File: src/rtl/vga_pkg.sv
// Shared timing constants and colour type for the 640x480@60Hz VGA scan path.
package vga_pkg;

    localparam int CLK_DIV  = 4;
    localparam int H_ACTIVE = 640;
    localparam int H_FP     = 16;
    localparam int H_SYNC   = 96;
    localparam int H_BP     = 48;
    localparam int V_ACTIVE = 480;
    localparam int V_FP     = 10;
    localparam int V_SYNC   = 2;
    localparam int V_BP     = 33;
    localparam int RD_LAT   = 1;

    localparam int H_TOTAL  = H_ACTIVE + H_FP + H_SYNC + H_BP;
    localparam int V_TOTAL  = V_ACTIVE + V_FP + V_SYNC + V_BP;

    typedef struct packed {
        logic [3:0] r;
        logic [3:0] g;
        logic [3:0] b;
    } rgb12_t;

endpackage

File: src/rtl/vga_delay_line.sv
// Enabled shift register of DEPTH stages; every stage resets to RST_VAL.
module vga_delay_line #(
    parameter int             DEPTH   = 1,
    parameter int             W       = 3,
    parameter logic [W-1:0]   RST_VAL = '0
) (
    input  logic          clk,
    input  logic          rst,
    input  logic          en,
    input  logic [W-1:0]  d,
    output logic [W-1:0]  q
);

    logic [W-1:0] stage [DEPTH];

    always_ff @(posedge clk or posedge rst) begin
        if (rst) begin
            for (int i = 0; i < DEPTH; i++) stage[i] <= RST_VAL;
        end else if (en) begin
            stage[0] <= d;
            for (int i = 1; i < DEPTH; i++) stage[i] <= stage[i-1];
        end
    end

    assign q = stage[DEPTH-1];

endmodule

File: src/rtl/vga_scan_timing.sv
// VGA raster timing: pixel-tick divider, h/v counters, renderer requests and
// sync/blank alignment to the renderer's returned colour.
module vga_scan_timing
    import vga_pkg::*;
#(
    parameter int H_ACT    = H_ACTIVE,
    parameter int H_FRONT  = H_FP,
    parameter int H_SYNC_W = H_SYNC,
    parameter int H_BACK   = H_BP,
    parameter int V_ACT    = V_ACTIVE,
    parameter int V_FRONT  = V_FP,
    parameter int V_SYNC_W = V_SYNC,
    parameter int V_BACK   = V_BP,
    parameter int LAT      = RD_LAT
) (
    input  logic        clk,
    input  logic        rst,
    output logic [9:0]  pix_x,
    output logic [8:0]  pix_y,
    output logic        pix_req,
    output logic        pix_tick,
    output logic        frame_start,
    input  logic [11:0] pix_data,
    output logic        hs,
    output logic        vs,
    output logic [3:0]  r,
    output logic [3:0]  g,
    output logic [3:0]  b
);

    localparam int HT = H_ACT + H_FRONT + H_SYNC_W + H_BACK;
    localparam int VT = V_ACT + V_FRONT + V_SYNC_W + V_BACK;
    localparam int DW = $clog2(CLK_DIV);

    localparam logic [DW-1:0] DIV_LAST = DW'(CLK_DIV - 1);
    localparam logic [9:0] H_LAST = 10'(HT - 1);
    localparam logic [9:0] V_LAST = 10'(VT - 1);
    localparam logic [9:0] H_VIS  = 10'(H_ACT);
    localparam logic [9:0] V_VIS  = 10'(V_ACT);
    localparam logic [9:0] HS_BEG = 10'(H_ACT + H_FRONT);
    localparam logic [9:0] HS_END = 10'(H_ACT + H_FRONT + H_SYNC_W - 1);
    localparam logic [9:0] VS_BEG = 10'(V_ACT + V_FRONT);
    localparam logic [9:0] VS_END = 10'(V_ACT + V_FRONT + V_SYNC_W - 1);

    logic [DW-1:0] div_cnt;
    logic [9:0]    h_cnt;
    logic [9:0]    v_cnt;
    logic          h_wrap;
    logic          v_wrap;
    logic          hs_raw;
    logic          vs_raw;
    logic [2:0]    pipe_q;
    rgb12_t        rgb_q;

    assign pix_tick = (div_cnt == DIV_LAST);
    assign h_wrap   = (h_cnt == H_LAST);
    assign v_wrap   = (v_cnt == V_LAST);

    always_ff @(posedge clk or posedge rst) begin
        if (rst) begin
            div_cnt <= '0;
            h_cnt   <= '0;
            v_cnt   <= '0;
        end else begin
            div_cnt <= pix_tick ? '0 : DW'(div_cnt + 1'b1);
            if (pix_tick) begin
                h_cnt <= h_wrap ? '0 : h_cnt + 10'd1;
                if (h_wrap) v_cnt <= v_wrap ? '0 : v_cnt + 10'd1;
            end
        end
    end

    assign frame_start = pix_tick && (h_cnt == '0) && (v_cnt == '0);
    assign pix_req     = (h_cnt < H_VIS) && (v_cnt < V_VIS);
    assign pix_x       = pix_req ? h_cnt : '0;
    assign pix_y       = pix_req ? v_cnt[8:0] : '0;
    assign hs_raw      = !((h_cnt >= HS_BEG) && (h_cnt <= HS_END));
    assign vs_raw      = !((v_cnt >= VS_BEG) && (v_cnt <= VS_END));

    // Syncs reset high (inactive) and req low so nothing is shown before real data returns.
    vga_delay_line #(
        .DEPTH   (LAT),
        .W       (3),
        .RST_VAL (3'b011)
    ) u_align (
        .clk (clk),
        .rst (rst),
        .en  (pix_tick),
        .d   ({pix_req, hs_raw, vs_raw}),
        .q   (pipe_q)
    );

    always_ff @(posedge clk or posedge rst) begin
        if (rst) begin
            hs    <= 1'b1;
            vs    <= 1'b1;
            rgb_q <= '0;
        end else if (pix_tick) begin
            hs    <= pipe_q[1];
            vs    <= pipe_q[0];
            rgb_q <= pipe_q[2] ? rgb12_t'(pix_data) : '0;
        end
    end

    assign r = rgb_q.r;
    assign g = rgb_q.g;
    assign b = rgb_q.b;

endmodule

File: config.mk
export PLATFORM = sky130hd
export DESIGN_NAME = vga_scan_timing
export DESIGN_NICKNAME = d
export VERILOG_FILES = /design/src/rtl/vga_pkg.sv /design/src/rtl/vga_delay_line.sv /design/src/rtl/vga_scan_timing.sv
export SDC_FILE = /design/constraint.sdc
export NUM_CORES = 1
export LEC_CHECK = 0
export CORE_AREA = 10 10 79 81
export CTS_CLUSTER_SIZE = 40
export DETAILED_ROUTE_END_ITERATION = 12
export DIE_AREA = 0 0 89 91
export PLACE_DENSITY = 0.73
export SYNTH_ARGS = -nofsm -noshare
export SYNTH_HDL_FRONTEND = slang
export SYNTH_SLANG_ARGS = --single-unit
File: constraint.sdc
create_clock -name clk -period 1.7 [get_ports clk]
set_input_delay 0.34 -clock clk [delete_from_list [all_inputs] [get_ports clk]]
set_output_delay 0.34 -clock clk [all_outputs]
set_load 0.05 [all_outputs]
After elaboration in Yosys (flattened, before gate mapping)
Cells that the tools add are included.
{"block": "word_totals", "regBits": 39, "in_bits": 14, "out_inout_bits": 36, "word_cells": 37}
{"block": "classes", "n_addsub": 3, "n_lt_le_gt_ge": 6, "n_eq_ne": 3, "muxes": 6, "n_reduce_logical": 10}
{"op": "$mux W10", "count": 3}
{"op": "$add A10 B1 Y10 const B", "count": 2}
{"op": "$eq A10 B10 Y1 const B", "count": 2}
{"op": "$logic_not A10 Y1", "count": 2}
{"op": "$mux W12", "count": 1}
{"op": "$ge A10 B10 Y1 const B", "count": 1}
{"op": "$ge A10 B9 Y1 const B", "count": 1}
{"op": "$le A10 B10 Y1 const B", "count": 1}
{"op": "$le A10 B9 Y1 const B", "count": 1}
{"op": "$lt A10 B10 Y1 const B", "count": 1}
{"op": "$lt A10 B9 Y1 const B", "count": 1}
{"op": "$mux W9", "count": 1}
{"op": "$logic_and A1 B1 Y1", "count": 5}
{"op": "$add A2 B1 Y2 const B", "count": 1}
{"op": "$eq A2 B2 Y1 const B", "count": 1}
{"op": "$logic_not A1 Y1", "count": 2}
{"op": "$mux W2", "count": 1}
{"op": "$reduce_and A2 Y1", "count": 1}

Depth between registers and ports, before layout
Gate-level depths: netlist of the first run.
{"block": "logic_depth", "ltp_word": 3, "depth_mapped": 6, "depth_no_buf": 6}

By module
Synthesis of the first run repeated with hierarchy kept, for this count alone.
{"block": "unflattened", "cells_unflattened": 216, "area_unflattened_um2": 2063.2}
{"module": "vga_scan_timing", "n_inst": 1, "cells_per_inst": 209, "area_each_um2": 1948.1, "seq_area_each_um2": 903.4}
{"module": "vga_delay_line", "n_inst": 1, "cells_per_inst": 7, "area_each_um2": 115.1, "seq_area_each_um2": 77.6}

Worst setup path after synthesis of the first run
OpenSTA, ideal clock, no wires.
{"block": "synth_path", "path_kind": "flip-flop to output port", "from": "register div_cnt[0]", "to": "output port frame_start", "t_arrival_ns": 2.767, "t_required_ns": 1.360, "slack_ns": -1.407, "stages_incl_launch_ff": 5, "cell_sequence": "dfrtp_1 ha_1 nor4b_1 nand4_1 nor4_1"}
{"block": "synth_between", "elab_chain_cells": 3}
{"item": "from (decl)", "line_no": "vga_scan_timing.sv:45", "text": "logic [DW-1:0] div_cnt;"}
{"item": "from (signal assigned)", "line_no": "vga_scan_timing.sv:65", "text": "div_cnt <= pix_tick ? '0 : DW'(div_cnt + 1'b1);"}
{"item": "$eq A2 B2 Y1", "line_no": "vga_scan_timing.sv:55", "text": "assign pix_tick = (div_cnt == DIV_LAST);"}
{"item": "net pix_tick", "line_no": "vga_scan_timing.sv:21", "text": "output logic pix_tick,"}
{"item": "$logic_and A1 B1 Y1 (2 in a row)", "line_no": "vga_scan_timing.sv:73", "text": "assign frame_start = pix_tick && (h_cnt == '0) && (v_cnt == '0);"}
{"item": "to (decl)", "line_no": "vga_scan_timing.sv:22", "text": "output logic frame_start,"}
The timed path passes the listed nets, and every way through them passes these cells.

Worst setup path after layout of the first run
{"block": "layout_path", "from": "register v_cnt[1]", "to": "output port frame_start"}
{"block": "layout_between", "elab_chain_cells": 2}
{"item": "from (decl)", "line_no": "vga_scan_timing.sv:47", "text": "logic [9:0] v_cnt;"}
{"item": "from (signal assigned)", "line_no": "vga_scan_timing.sv:68", "text": "if (h_wrap) v_cnt <= v_wrap ? '0 : v_cnt + 10'd1;"}
{"item": "$logic_not A10 Y1", "line_no": "vga_scan_timing.sv:73"}
{"item": "$logic_and A1 B1 Y1", "line_no": "vga_scan_timing.sv:73"}
No other way between the ends.

==> results.cfg, run 1 <==
[clock_tree]
cts_tree = yes
cts_buffer_depth = 2
root_buffer = clkbuf_8
cts-buffers-inserted = 5
clock_latency_ps = 300
path_clk_slew_ps = 80
htreeDepth = 2
cts.sinks = 39

[layout]
diodes = 0
seq_area_um2 = 981
layout.cells.non_filler = 365
nets = 329
drive_above_1_share_pct = 46.6
syn_to_final_growth_pct = 76.8
multi_input_area_um2 = 1120
fill_cells = 286

[floorplan]
die_w_um = 89
dieArea_um2 = 8100
die_y_um = 91
io_pins = 50
initial_utilization_pct = 42.7
rows = 25
coreArea_um2 = 4660

[synth]
synth_top_area_share_pct = 44.0
synth_seq_area_share_pct = 49.3
synthCells = 213
syn-cell-area_um2 = 1990
synth_edf_count = 0
synth.cells.most_frequent = 35 x dfrtp_1, 25 x nand2_1, 19 x o21ai_0
synth_cell_types = 36
yosysMostFrequentCell = dfrtp_1
yosysWarnings = 0
syn-num-nets = 232
ys.flop_type = dfrtp_1
synth_top_cell_by_area = dfrtp_1
synthTopCellsByArea = dfrtp_1 44%, dfstp_2 5.3%, and2_1 5.0%
ys_ff_latch = 39
synth-async-reset-ratio_pct = 100
syn_avg_cell_area_um2 = 9.34

[setup_path]
crit_chain = inv_2, ha_4, nor2b_4, and3_4, nand4_1, nor4_4, buf_12
critPathMaxFanout = 2
arrival_ps = 1880
crit_type = reg2out
critPathMaxStageDelay_ps = 420
required_ps = 1360
slowest_stage = dfrtp_1
crit_buf_inv = 2
worstSetupStartpointType = flip-flop
crit_path_end_kind = output pin
path_delay_family = simple AND/OR/NAND/NOR gates

[sta]
max_freq_ghz = 0.451
hold_viol = 0
post-route-period-util_pct = 130
tns_ps = -5020
setup_violations = 21
skew_ps = 8.37
post-route-min-period_ps = 2220
rsz0062_at_grt = true
setup_ws_ps = -518
drv_slew = 0
tightest_slew_ps = 422
relSlewSlack_pct = 71.8

[power_and_ir_drop]
peakVddDrop_v = 0.000396
power.leakage_nw = 1.60
power.density_nw_per_um2 = 531
power.total_w = 0.00187

[drt]
drcViolationCount = 0
wl_met1_um = 2570
wl_per_cell_um = 17.1
vias = 1925
dr_wl_met3_um = 662
via_per_inst = 5.27
top_layer = met4
wl_um = 6240
met2_length_um = 2880
postRouteAntennaNets = 0
drtIter0Drc = 100
first_pass_iters = 4

[grt]
antenna_found_initial = 0
grt_pass1_wl_um = 9740
grt_usage_pct = 15.0
grt_overflow = 0
grt_max_degree = 40
grt_pass1_vias = 1950

[placed_design]
post-place-cells = 342
gp_routability_congestion = 0.858
portBuffers = 49
dp_hpwl_um = 4250

[outcome]
failed_checks = negative setup slack
status = complete, but fails checks

[flow_run]
drv_cap = 0

[min_path]
hold_class = in2async
power breakdown:
part / switching, W / internal (W)
logic: 0.0000901 / 0.0000543
registers: 0.00000747 / 0.000942
clock network: 0.000338 / 0.000437
worst min-delay path, cell delays in order:
cell	delay [ps]
clkdlybuf4s50_1	400
inv_1	90
buf_12	240
cells in the final DEF, fill, tap and decap left out, drive strengths merged, types with 5 or more instances in the layout:
master and count:
inv 18, clkdlybuf4s50 13, nand3 9, nor4 8, dfrtp 35, ha 5
nand4 7, clkbuf 6, nand2 25, xnor2 7, and3 6, o21ai 19
and2 16, buf 87, nor2 11
cell families (layout without fill, tap and decap cells):
kind of cell | Yosys count | in the layout | synth area share (%)
compound gates | 31 | 31 | 8.68
simple gates | 96 | 96 | 26.3
fa+ha+maj | 5 | 5 | 3.14
mux | 3 | 3 | 1.70
xor+xnor | 10 | 10 | 4.40
buf+inv | 29 | 127 | 6.48
flops | 39 | 39 | 49.3
cell type report:
cell class,count,share of cell area [%]
flip-flops and latches,39,27.9
well taps,54,1.92
clock inverters,3,1.25
multi-input cells,145,31.8
inverters,18,1.92
repair buffers,101,33.2
clock buffers,5,1.96
layer usage:
metal / vias up / GRT usage [%]
li1: 924 / -
met1: 910 / 17.9
met2: 79 / 23.1
met3: 12 / 6.97
met4: 0 / 5.04
met5: - / 0
worst paths after layout:
check | startpoint | to | slack [ps] | cells past startpoint
min in group clk | div_cnt[0]$_DFF_PP0_ | div_cnt[0]$_DFF_PP0_ | 490 | 1
max | v_cnt[1]$_DFFE_PP0P_ | frame_start | -520 | 7
min | rst | v_cnt[0]$_DFFE_PP0P_ | 400 | 3
max reg2reg | div_cnt[0]$_DFF_PP0_ | v_cnt[3]$_DFFE_PP0P_ | 30 | 6
max in group asynchronous | rst | u_align.q[0]$_DFFE_PP1P_ | 1050 | 3
min reg2reg | div_cnt[0]$_DFF_PP0_ | div_cnt[0]$_DFF_PP0_ | 490 | 1
registers in the layout (all words and copies together), names as in the netlist:
register and count:
vs 1, g 4, div_cnt 2, hs 1, b 4, r 4, h_cnt 10, v_cnt 10
u_align.q 3
per-stage QoR:
stage               utilization [%]  hold slack, ps  area, um2  setup slack [ps]
floorplan                         -             457       2110              -270
global placement               66.8             471       3110             -61.2
detailed placement             66.8             480       3110              -107
CTS                            71.7             403       3340              -418
global route                   75.5             417       3520              -564
finish                         75.5             399       3520              -518
repair_timing:
action	4_1_cts	5_1_grt
setup buffers	4	12
setup endpoints to repair	22	27
resized for setup	23	18
gates cloned	0	1
hold buffers	0	0
pin swaps	2	5
(Power assumes the default switching activity.)
==> inputs of run 2 (changes only) <==
Settings changed: CTS_CLUSTER_DIAMETER from default to 200.
Clock period 1.7 ns to 1.8 ns, I/O delays scaled along.
==> run 2 against run 1 <==
  * The run still ends with negative setup slack left
  * Via count shrank 3.1%
  * Cell count decreased by 4.4%
  * Non-clock buffer count fell by 16
  * Clock-buffer cell count up 1
  * Core utilization is 4.4 points lower
  * Register-to-register slack better by 110 ps
  * Wire length fell by 10%
  * Global-route usage is 0.58 points lower
  * Sequential power fell by 5.5%
  * Clock power fell by 2%
  * Die area is the same
  * Critical endpoint unchanged
  * Largest power group unchanged
  * Highest routed layer unchanged
==> results.cfg, run 2 (synthesis gave the netlist of run 1 again) <==
[floorplan]
coreArea_um2 = 4660
die_y_um = 91
rows = 25
die_w_um = 89
io_pins = 50
initial_utilization_pct = 42.7
dieArea_um2 = 8100

[sta]
skew_ps = 8.32
drv_slew = 0
hold_viol = 0
tightest_slew_ps = 355
post-route-period-util_pct = 119
rsz0062_at_grt = true
setup_ws_ps = -350
post-route-min-period_ps = 2150
relSlewSlack_pct = 76.3
setup_violations = 21
max_freq_ghz = 0.465

[clock_tree]
htreeDepth = 2
cts_tree = yes
cts_buffer_depth = 2
clock_latency_ps = 300
cts-buffers-inserted = 5
hold_buffers = 0
root_buffer = clkbuf_8
path_clk_slew_ps = 80
cts.sinks = 39

[setup_path]
path_delay_family = simple AND/OR/NAND/NOR gates
worstSetupStartpointType = flip-flop
r2r-start = div_cnt[0]$_DFF_PP0_
critPathMaxFanout = 2
arrival_ps = 1790
crit_chain = inv_1, ha_1, nor2b_4, and3_4, nand4_1, nor4_4, buf_12
critPathMaxStageDelay_ps = 390
crit_type = reg2out
slowest_stage = dfrtp_1
crit_path_end_kind = output pin
required_ps = 1440
worstReg2RegEnd = h_cnt[7]$_DFFE_PP0P_
crit_buf_inv = 2
reg2reg_slack_ps = 140
r2r_cells = 6

[grt]
antenna_found_initial = 0
grt_pass1_wl_um = 9320
grt_overflow = 0
grt_usage_pct = 14.4
grt_pass1_vias = 1924
grt_max_degree = 40

[placed_design]
dp_hpwl_um = 4170
post_dp_cell_area_um2 = 3050
portBuffers = 49
gp_routability_congestion = 0.886
post-place-cells = 335

[drt]
first_pass_iters = 4
wl_per_cell_um = 16.1
vias = 1866
postRouteAntennaNets = 0
wl_um = 5620
drcViolationCount = 0
via_per_inst = 5.35
drtIter0Drc = 41

[min_path]
hold_class = in2async

[power_and_ir_drop]
power.total_w = 0.00179
power.density_nw_per_um2 = 540
peakVddDrop_v = 0.000434
power.leakage_nw = 1.50

[layout]
top_regs = h_cnt: 10 flops, v_cnt: 10 flops
final_cell_mix = 42 x buf_4, 35 x dfrtp_1, 27 x buf_12
design_area_um2 = 3310
layout_commonest_cell = buf_4
drive_above_1_share_pct = 40.0
layout.cells.non_filler = 349
syn_to_final_growth_pct = 66.4
nets = 313
diodes = 0

[flow_run]
drv_cap = 0

[outcome]
failed_checks = negative setup slack
status = complete, but fails checks
## run 2: worst max-delay path by stage
stage / from / endpoint / slack [ps] / cells past startpoint
6_report: v_cnt[1]$_DFFE_PP0P_ / frame_start / -350 / 7
5_1_grt: v_cnt[0]$_DFFE_PP0P_ / frame_start / -430 / 7
4_1_cts: v_cnt[0]$_DFFE_PP0P_ / frame_start / -360 / 7
3_5_place_dp: v_cnt[0]$_DFFE_PP0P_ / frame_start / -70 / 7
3_3_place_gp: v_cnt[0]$_DFFE_PP0P_ / frame_start / 10 / 7
2_1_floorplan: v_cnt[2]$_DFFE_PP0P_ / frame_start / -190 / 3
## run 2: per-layer routing
layer | GRT usage (%) | part of all wire [%]
met1 | 18.0 | 43
met2 | 20.7 | 44
met3 | 6.34 | 11
met4 | 6.50 | 2.2
met5 | 0 | 0
## run 2: worst register-to-register path, cell delays in order (launching register included)
cell	delay [ps]
dfrtp_1	400
ha_4	160
buf_4	290
and3_1	280
and2_1	190
nand3_1	110
xnor2_1	130
## run 2: through the flow
stage	TNS [ps]	hold slack (ps)	setup slack [ps]	util [%]
2_1_floorplan	-1470	459	-190	-
3_3_place_gp	0	471	12.0	65.4
3_5_place_dp	-68.1	477	-68.1	65.4
4_1_cts	-4570	424	-365	70.7
5_1_grt	-4890	462	-432	71.0
6_report	-3660	413	-350	71.0
## run 2: final cells by class
cell class,count,area (um2)
clock inverters,2,35.0
well taps,54,67.6
repair buffers,85,1020
clock buffers,6,82.6
fillers,342,1350
inverters,18,67.6
multi-input cells,145,1050
flip-flops and latches,39,981
## run 2: power breakdown
group	internal [W]	leakage, nW	switching, W	total [W]
logic	0.0000512	0.953	0.0000838	0.000135
clock network	0.000448	0.0612	0.000308	0.000757
registers	0.000890	0.484	0.00000693	0.000897
## run 2: repair_timing
item / in CTS / in global routing
endpoints found under the setup margin: 21 / 21
resized for setup: 19 / 4
setup buffers: 5 / 1
pin swaps: 8 / 5
